===== src/rtl/slink_link_ctrl.sv =====
// Serial link power/isolation sequencer.
// Orders clock, reset and isolation; gates AXI while not UP.
module slink_link_ctrl #(
   parameter int unsigned ClkSettleCycles = 8,
   parameter int unsigned RstCycles       = 16,
   parameter int unsigned TimeoutCycles   = 1024
) (
   input  logic       clk_i,
   input  logic       rst_ni,
   input  logic       en_i,
   input  logic       clr_err_i,
   input  logic       drain_idle_i,
   input  logic       isolated_i,
   output logic       clk_ena_o,
   output logic       link_rst_no,
   output logic       isolate_o,
   output logic       axi_gate_o,
   output logic       link_up_o,
   output logic       err_o,
   output logic [3:0] state_o
);

   localparam int unsigned MaxA =
      (ClkSettleCycles > RstCycles) ?
      ClkSettleCycles : RstCycles;
   localparam int unsigned MaxCyc =
      (MaxA > TimeoutCycles) ? MaxA : TimeoutCycles;
   localparam int unsigned CntWidth = $clog2(MaxCyc) + 1;

   localparam logic [CntWidth-1:0] SettleLast =
      CntWidth'(ClkSettleCycles - 1);
   localparam logic [CntWidth-1:0] RstLast =
      CntWidth'(RstCycles - 1);
   localparam logic [CntWidth-1:0] ToLast =
      CntWidth'(TimeoutCycles - 1);

   typedef enum logic [3:0] {
      ST_OFF      = 4'd0,
      ST_CLK_ON   = 4'd1,
      ST_RST_REL  = 4'd2,
      ST_DEISO    = 4'd3,
      ST_UP       = 4'd4,
      ST_DRAIN    = 4'd5,
      ST_ISO      = 4'd6,
      ST_RST_ASRT = 4'd7,
      ST_ERR      = 4'd8
   } state_e;

   state_e              state_q, state_d;
   logic [CntWidth-1:0] cnt_q;
   logic                err_q;
   logic                to_hit;
   logic [4:0]          outs;

   assign to_hit = (cnt_q >= ToLast);

   always_ff @(posedge clk_i) begin
      if (!rst_ni) begin
         state_q <= ST_OFF;
         cnt_q   <= '0;
         err_q   <= 1'b0;
      end else begin
         state_q <= state_d;
         err_q   <= (state_d == ST_ERR);
         if (state_d != state_q) begin
            cnt_q <= '0;
         end else if (cnt_q != '1) begin
            cnt_q <= cnt_q + 1'b1;
         end
      end
   end

   // Success conditions are tested before the timeout limit.
   always_comb begin
      state_d = state_q;
      outs    = 5'b00110;
      unique case (state_q)
         ST_OFF: begin
            outs = 5'b00110;
            if (en_i) state_d = ST_CLK_ON;
         end
         ST_CLK_ON: begin
            outs = 5'b10110;
            if (cnt_q >= SettleLast) state_d = ST_RST_REL;
         end
         ST_RST_REL: begin
            outs = 5'b11110;
            if (cnt_q >= RstLast) state_d = ST_DEISO;
         end
         ST_DEISO: begin
            outs = 5'b11010;
            if (!isolated_i)  state_d = ST_UP;
            else if (to_hit)  state_d = ST_ERR;
         end
         ST_UP: begin
            outs = 5'b11001;
            if (!en_i) state_d = ST_DRAIN;
         end
         ST_DRAIN: begin
            outs = 5'b11010;
            if (drain_idle_i) state_d = ST_ISO;
            else if (to_hit)  state_d = ST_ERR;
         end
         ST_ISO: begin
            outs = 5'b11110;
            if (isolated_i)  state_d = ST_RST_ASRT;
            else if (to_hit) state_d = ST_ERR;
         end
         ST_RST_ASRT: begin
            outs    = 5'b10110;
            state_d = ST_OFF;
         end
         ST_ERR: begin
            outs = 5'b00110;
            if (clr_err_i) state_d = ST_OFF;
         end
         default: begin
            outs    = 5'b00110;
            state_d = ST_OFF;
         end
      endcase
   end

   assign clk_ena_o   = outs[4];
   assign link_rst_no = outs[3];
   assign isolate_o   = outs[2];
   assign axi_gate_o  = outs[1];
   assign link_up_o   = outs[0];
   assign err_o       = err_q;
   assign state_o     = state_q;

   a_params: assert property (@(posedge clk_i)
      ClkSettleCycles >= 1 && RstCycles >= 1 &&
      TimeoutCycles >= 1);

   a_up_safe: assert property (@(posedge clk_i)
      disable iff (!rst_ni)
      link_up_o |-> (!isolate_o && link_rst_no));

   a_clk_rst: assert property (@(posedge clk_i)
      disable iff (!rst_ni)
      !clk_ena_o |-> !link_rst_no);

endmodule

===== config.mk =====
export PLATFORM = sky130hd
export DESIGN_NAME = slink_link_ctrl
export DESIGN_NICKNAME = d
export VERILOG_FILES = /design/src/rtl/slink_link_ctrl.sv
export SDC_FILE = /design/constraint.sdc
export NUM_CORES = 1
export LEC_CHECK = 0
export CAP_MARGIN = 10
export CORE_MARGIN = 2
export CORE_UTILIZATION = 30
export CTS_BUF_LIST = sky130_fd_sc_hd__clkbuf_8
export CTS_CLUSTER_SIZE = 14
export DETAILED_ROUTE_END_ITERATION = 10
export PLACE_DENSITY_LB_ADDON = 0.15
export RECOVER_POWER = 100
export SLEW_MARGIN = 10
export SYNTH_ARGS = -nofsm -noshare
export SYNTH_HDL_FRONTEND = slang
export SYNTH_SLANG_ARGS = --single-unit

===== constraint.sdc =====
create_clock -name clk_i -period 6.1 [get_ports clk_i]
set_clock_uncertainty 0.05 [all_clocks]
set_input_delay 1.22 -clock clk_i [delete_from_list [all_inputs] [get_ports clk_i]]
set_output_delay 1.22 -clock clk_i [all_outputs]
set_load 0.02 [all_outputs]

; ---- After elaboration in Yosys (flattened, before gate mapping)
; Cells that the tools add are included.
[word_totals]
regBits = 16
in_bits = 6
out_inout_bits = 10
word_cells = 35
[classes]
n_addsub = 1
order_cmp = 3
eq_ne = 11
muxes = 11
bitwise_logic = 1
n_reduce_logical = 5
[ops]
columns = cell, n
row1 = two-way mux 4 bit, 9
row2 = one-hot mux 4 bit (8 select lines), 1
row3 = one-hot mux 5 bit (4 select lines), 1
row4 = == test 4 x 3 -> 1 bit (second input constant), 4
row5 = adder 11 x 1 -> 11 bit (second input constant), 1
row6 = greater-or-equal comparator 11 x 10 -> 1 bit (second input constant), 1
row7 = greater-or-equal comparator 11 x 3 -> 1 bit (second input constant), 1
row8 = greater-or-equal comparator 11 x 4 -> 1 bit (second input constant), 1
row9 = inequality test 11 bit (second input constant), 1
row10 = == test 4 x 2 -> 1 bit (second input constant), 2
row11 = == test 4 bit (second input constant), 2
row12 = OR reduction 2 bit, 4
row13 = == test 4 x 1 -> 1 bit (second input constant), 1
row14 = zero test 4 bit, 1
row15 = inequality test 4 bit, 1
row16 = inverter 1 bit, 1

; ---- Logic depth before layout (Yosys ltp)
; Gate-level depths: netlist (run 1).
[logic_depth]
depth_word = 6
depth_mapped = 7
ltp_nobuf = 6

; ---- Least setup slack after synthesis (run 1)
; No wires, ideal clock.
[synth_path]
path_kind = reg2out
from = register state_q[2], in the netlist state_o[2]
to = output axi_gate_o
arrival_time_ns = 1.597
slack_ns = 3.233
path_stages_with_launch = 5
cell_sequence = dfxtp_1 > clkbuf_1 > nand2b_1 > nor3_1 > inv_1
[synth_via]
elab_chain_len = 3
[synth_lines]
columns = element, line_no
row1 = from (decl), 49  ; state_e state_q, state_d;
row2 = from (signal assigned), 63  ; state_q <= state_d;
row3 = == test 4 x 1 -> 1 bit (tied with other cells), 77  ; unique case (state_q)
row4 = OR reduction 2 bit (no line), --
row5 = one-hot mux 5 bit (4 select lines) *, 77
row6 = to (decl), 17  ; output logic axi_gate_o,
; Every way passes the cells marked *; elsewhere a longest branch is shown, timed or not.

; ---- Worst setup path in the final report (run 1)
[layout_path]
from = register state_q[1], in the netlist state_o[1]
to = output isolate_o
[layout_via]
elab_chain_len = 3
[layout_lines]
columns = element, line_no
row1 = == test 4 x 1 -> 1 bit (tied with other cells), 77
row2 = OR reduction 2 bit (no line), --
row3 = one-hot mux 5 bit (4 select lines) *, 77
row4 = to (decl), 16  ; output logic isolate_o,
; Marks and branches as above.

==> flow_summary_export.csv, run 1 <==
group,metric,value,unit
global_route,globalRoute.totalOverflow,0,
synthesis,yosys-top-cells-count,"dfxtp_1 (16), nor3_1 (9), a21oi_1 (7), nand2_1 (7), nand3_1 (7)",
synthesis,synth_seq_cells,16,
place,place_congestion,0.705,
global_route,grt_pass1_wl,4360,µm
synthesis,syn_area,1090,µm²
timing,finalHoldViolCount,0,
floorplan,io_pins,16,
hold_path,hp-class,"reg2reg",
floorplan,core_area,3420,µm²
drt,post-route-drc-count,0,
power,p_per_area,171,nW/µm²
place,place_area,1250,µm²
critical_path,arrival,2.07,ns
critical_path,crit_type,"reg2out",
global_route,gr-usage-all-layers,13.1,%
floorplan,die-area,4140,µm²
timing,slew_viol_final,0,
synthesis,synth.area.top_cells,"dfxtp_1 (29%), a2111oi_4 (5.0%), nor3_1 (4.1%), nor4_4 (3.9%), a21oi_1 (3.2%)",
critical_path,critPathMaxFanout,15,
clock_tree,cts_resized,0,
timing,worst_pin_slew,0.582,ns
synthesis,synth_top_area_cell,"dfxtp_1",
floorplan,initial_core_util,32.0,%
layout,final_cell_area,1260,µm²
power,vdd_drop_max,0.000128,V
synthesis,async_flop_share,0,%
clock_tree,cts_sinks,16,
critical_path,cp.required,4.83,ns
synthesis,yosysMostFrequentCell,"dfxtp_1",
drt,wl,2420,µm
drt,viasPerCell,5.47,
timing,max_freq,300,MHz
place,io_buffer_count,15,
synthesis,synth_edf_count,0,
synthesis,yosys.area.top_type_share,29.3,%
clock_tree,postCtsHoldBufs,0,
synthesis,synth_fp_nets,135,
power,leakage,0.443,nW
global_route,grt_pass1_vias,906,
clock_tree,cts_tree,"done",
timing,finalSetupViolations,0,
timing,rsz0062_at_grt,"no",
layout,n_antenna_cell,0,
critical_path,r2r_cells,6,
floorplan,rows,21,
clock_tree,numCtsBuffers,3,
synthesis,yosysSeqAreaShare,29.3,%
drt,first_pass_iters,4,
synthesis,ys_types,45,
floorplan,die_x,64.3,µm
critical_path,crit_path_end_kind,"primary output",
timing,period_share,54.7,%
floorplan,fp.dieH,64.3,µm
timing,maxSlewHeadroom,61.1,%
layout,final_core_util,36.9,%
drt,ant_nets,0,
clock_tree,clk_pin_slew,0.06,ns
outcome,outcome,"finished, final reports clean",
clock_tree,cts_setup_buffers,0,
timing,fin_crit,3.34,ns
layout,drive_above_1_share,6.62,%
clock_tree,cts_buffer_depth,2,
hold_path,worstHoldPathCells,2,
critical_path,start_kind,"register",
global_route,antenna_found_initial,0,
clock_tree,clk_latency,0.25,ns
layout,syn_to_final_growth,15.5,%
global_route,grt_max_degree,20,
drt,vias,996,
timing,hold_slack,0.519,ns
drt,drtIter0Drc,85,
clock_tree,clockRootBuffer,"clkbuf_8",
synthesis,yosys_warnings,0,
place,place_hpwl,1720,µm
job,drv_cap,0,
layout,nets,145,
drt,avgRoutedWirePerCell,13.3,µm
synthesis,synth-main-ff-cell,"dfxtp_1",
synthesis,avgSynthCellArea,8.53,µm²
clock_tree,htreeDepth,1,
synthesis,netlist_instances,128,
timing,tns,0,ns
-- cell usage in the layout (no fill, tap or decap), drive strengths merged, types with 3 or more instances in the layout --
| cell | count |
|---|---|
| a31oi | 3 |
| nand2 | 7 |
| dlygate4sd3 | 12 |
| clkdlybuf4s50 | 3 |
| and3 | 4 |
| clkbuf | 3 |
| and2 | 4 |
| inv | 5 |
| a21oi | 7 |
| a2111oi | 4 |
| o21ai | 6 |
| nand3 | 7 |
| dfxtp | 16 |
| nor2 | 6 |
| a21boi | 3 |
| nor4 | 3 |
| nor3 | 9 |
-- final timing paths --
| kind | start | endpoint | slack [ns] |
|---|---|---|---|
| worst max-delay path | state_o[1] | isolate_o | 2.76 |
| worst min-delay path | cnt_q[1] | cnt_q[1] | 0.52 |
| worst max register to register | cnt_q[0] | cnt_q[8] | 3.68 |
| worst min register to register | cnt_q[1] | cnt_q[1] | 0.52 |
-- where the power goes --
group / internal [W] / leakage [nW] / switching, W
clock: 0.0000438 / 0.0216 / 0.0000353
combinational: 0.0000108 / 0.292 / 0.0000145
sequential: 0.000107 / 0.129 / 0.00000443
-- metal layers --
metal / up-vias / part of all wire (%) / track usage (%)
li1: 502 / - / -
met1: 463 / 50 / 18.9
met2: 27 / 44 / 18.9
met3: 4 / 5.7 / 3.52
met4: 0 / 1.1 / 3.99
met5: - / 0 / 0
-- area by class of cell --
| class | instances | area (µm²) |
|---|---|---|
| Clock buffer | 3 | 41.3 |
| Inverter | 5 | 18.8 |
| Multi-Input combinational cell | 97 | 673 |
| Timing Repair Buffer | 15 | 150 |
| Fill cell | 370 | 2150 |
| Tap cell | 46 | 57.6 |
| Sequential cell | 16 | 320 |
-- cells by family (layout without fill, tap and decap cells) --
group,Yosys count,after routing,synth area share [%]
and+or+nand+nor,54,54,30.4
xor gates and xnor gates,2,2,1.60
AOI/OAI and AO/OA,39,39,30.5
muxes,1,1,0.916
buffers and inverters,15,23,6.19
adders and majority gates,1,1,1.15
DFF,16,16,29.3
-- flip-flops by register name (all words and copies together), names as in the netlist --
register / cells
cnt_q: 11
state_o: 4
err_o: 1
-- metrics by stage --
stage | power [W] | setup slack (ns) | cells
2_1_floorplan | 0.000133 | 3.23 | 128
3_3_place_gp | 0.000140 | 2.79 | 179
3_5_place_dp | 0.000141 | 2.71 | 179
4_1_cts | 0.000222 | 2.87 | 182
5_1_grt | 0.000227 | 2.61 | 182
6_report | 0.000215 | 2.76 | 182
-- critical path, stage by stage (launching register included) --
cell,delay (ns)
dfxtp_1,0.58
nor2b_1,0.31
nand2_1,0.09
a21o_1,0.20
dlygate4sd3_1,0.64
(Power assumes the default switching activity.)
==> run 2: changes to the inputs <==
==> constraint.sdc (replaced) <==
create_clock -name clk_i -period 2.78 [get_ports clk_i]
set_clock_uncertainty 0.05 [all_clocks]
set_input_delay 0.556 -clock clk_i [delete_from_list [all_inputs] [get_ports clk_i]]
set_output_delay 0.556 -clock clk_i [all_outputs]
set_load 0.02 [all_outputs]
==> run 2 against run 1 <==
Count of clock-buffer cells in the layout is 1 higher. Hold slack lost 0.030 ns. Sequential power rose by 120%. Final area is 1.6% higher. Clock power grew to 2.6 times the previous value. Routed wire length increased by 4.0%. Largest power group unchanged. Sequential cell count stayed put. Register-to-register slack worse by 3.4 ns. Utilization rose by 0.59 points.
==> flow_summary_export.csv, run 2 (synthesized netlist as in run 1, its figures left out) <==
group,metric,value,unit
outcome,outcome,"finished, final reports clean",
critical_path,crit_path_end_kind,"primary output",
drt,post-route-drc-count,0,
drt,avgRoutedWirePerCell,13.5,µm
timing,rsz0062_at_grt,"no",
layout,largest_register_ff_count,11,
drt,vias,1010,
drt,drtIter0Drc,67,
layout,multi_input_area,659,µm²
layout,layout_commonest_cell,"dfxtp_1",
timing,slew_viol_final,0,
timing,finalSetupViolations,0,
critical_path,cp.required,2.17,ns
critical_path,slowest_delay,0.57,ns
critical_path,cpMaxStageDelayCell,"dfxtp_1",
clock_tree,cts_sinks,16,
layout,n_antenna_cell,0,
floorplan,fp.dieH,64.3,µm
hold_path,hp-class,"reg2reg",
layout,drive_above_1_share,8.57,%
clock_tree,clockRootBuffer,"clkbuf_8",
clock_tree,cts_buffer_depth,2,
timing,max_freq,386,MHz
floorplan,die-area,4140,µm²
timing,period_share,93.1,%
global_route,globalRoute.totalOverflow,0,
floorplan,io_pins,16,
clock_tree,cts_tree,"done",
floorplan,core_area,3420,µm²
global_route,grt_pass1_wl,4290,µm
job,drv_cap,0,
global_route,grt_pass1_vias,909,
layout,seq_area,320,µm²
global_route,antenna_found_initial,0,
clock_tree,cts_resized,0,
floorplan,rows,21,
clock_tree,cts_setup_buffers,0,
power,switching_share,23.5,%
layout,layout.cells.most_common_list,"dfxtp_1 (16), nor3_1 (9), dlygate4sd3_1 (9)",
power,p_per_area,393,nW/µm²
timing,worst_pin_slew,0.617,ns
power,clock_power_share,40.1,%
drt,wl,2520,µm
clock_tree,numCtsBuffers,3,
place,place_congestion,0.771,
clock_tree,htreeDepth,1,
layout,largest-register,"cnt_q",
clock_tree,clk_latency,0.24,ns
timing,hold_slack,0.489,ns
clock_tree,clk_pin_slew,0.06,ns
layout,nets,148,
power,p_seq_share,48.4,%
critical_path,arrival,1.98,ns
floorplan,initial_core_util,32.0,%
power,leakage,0.467,nW
drt,viasPerCell,5.43,
timing,fin_crit,2.59,ns
global_route,grt_max_degree,20,
power,p_sw,0.000118,W
power,intPower,0.000385,W
critical_path,critPathMaxFanout,15,
critical_path,path_delay_family,"flip-flops",
power,combPwrFrac,11.5,%
layout,syn_to_final_growth,17.3,%
critical_path,path_cells,"nor2b_1 -> nand2_1 -> a21o_1 -> clkdlybuf4s50_1",
global_route,gr-usage-all-layers,13.0,%
critical_path,rrSetupSlack,0.32,ns
timing,maxSlewHeadroom,58.8,%
critical_path,start_kind,"register",
drt,ant_nets,0,
timing,finalHoldViolCount,0,
drt,first_pass_iters,4,
floorplan,die_x,64.3,µm
place,place_hpwl,1820,µm
layout,fillCellCount,355,
critical_path,cp_num_buf_inv,1,
power,vdd_drop_max,0.000316,V
critical_path,crit_type,"reg2out",
clock_tree,postCtsHoldBufs,0,
place,io_buffer_count,15,
timing,tns,0,ns
[run 2: cell count changes in the layout (fill, tap and decap cells not counted), sizes merged]
| cell | change |
|---|---|
| buf | +2 |
| clkbuf | +2 |
| clkdlybuf4s50 | +3 |
| dlygate4sd3 | -3 |
[run 2: cell type report]
type | instances | area share (%)
tap | 46 | 4.49
multi-input combinational | 97 | 51.5
timing repair buffer | 18 | 13.3
inverter | 5 | 1.46
sequential | 16 | 25.0
clock buffer | 4 | 4.30
[run 2: worst reg2reg max path, stage by stage (launching register included)]
cell and delay, ns:
dfxtp_1 0.34, ha_1 0.26, a21o_1 0.23, a31oi_1 0.46, a211o_1 0.22, nand3_1 0.08, clkbuf_2 0.23, a2111oi_1 0.46
[run 2: power groups by stage]
stage          registers (W)   logic, W  clock network (W)
2_1_floorplan       0.000244  0.0000473                  0
3_3_place_gp        0.000248  0.0000613                  0
3_5_place_dp        0.000249  0.0000631                  0
4_1_cts             0.000243  0.0000634           0.000210
5_1_grt             0.000245  0.0000638           0.000224
6_report            0.000244  0.0000578           0.000202
[run 2: through the flow]
| stage | instance area (µm²) | total power [W] | instances | utilization (%) | setup WS, ns |
|---|---|---|---|---|---|
| after global routing | 1280 | 0.000532 | 186 | 37.5 | 0.0579 |
| after CTS | 1330 | 0.000517 | 186 | 38.9 | 0.180 |
| after detailed placement | 1270 | 0.000312 | 182 | 37.3 | 0.135 |
| after floorplan | 1090 | 0.000291 | 128 | - | 0.577 |
| after global placement | 1270 | 0.000309 | 182 | 37.3 | 0.230 |
| final | 1280 | 0.000503 | 186 | 37.5 | 0.192 |
[run 2: final timing paths]
kind	start	to	cells past startpoint
min reg2reg	cnt_q[9]	cnt_q[9]	2
min	cnt_q[9]	cnt_q[9]	2
max	state_o[1]	isolate_o	4
max reg2reg	cnt_q[0]	cnt_q[8]	7
[run 2: routing by layer]
layer	GRT usage [%]	routed length [µm]	part of all wire (%)
met2	19.4	1080	43
met4	2.39	18	0.71
met3	4.05	129	5.1
met5	0	0	0
met1	18.4	1290	51
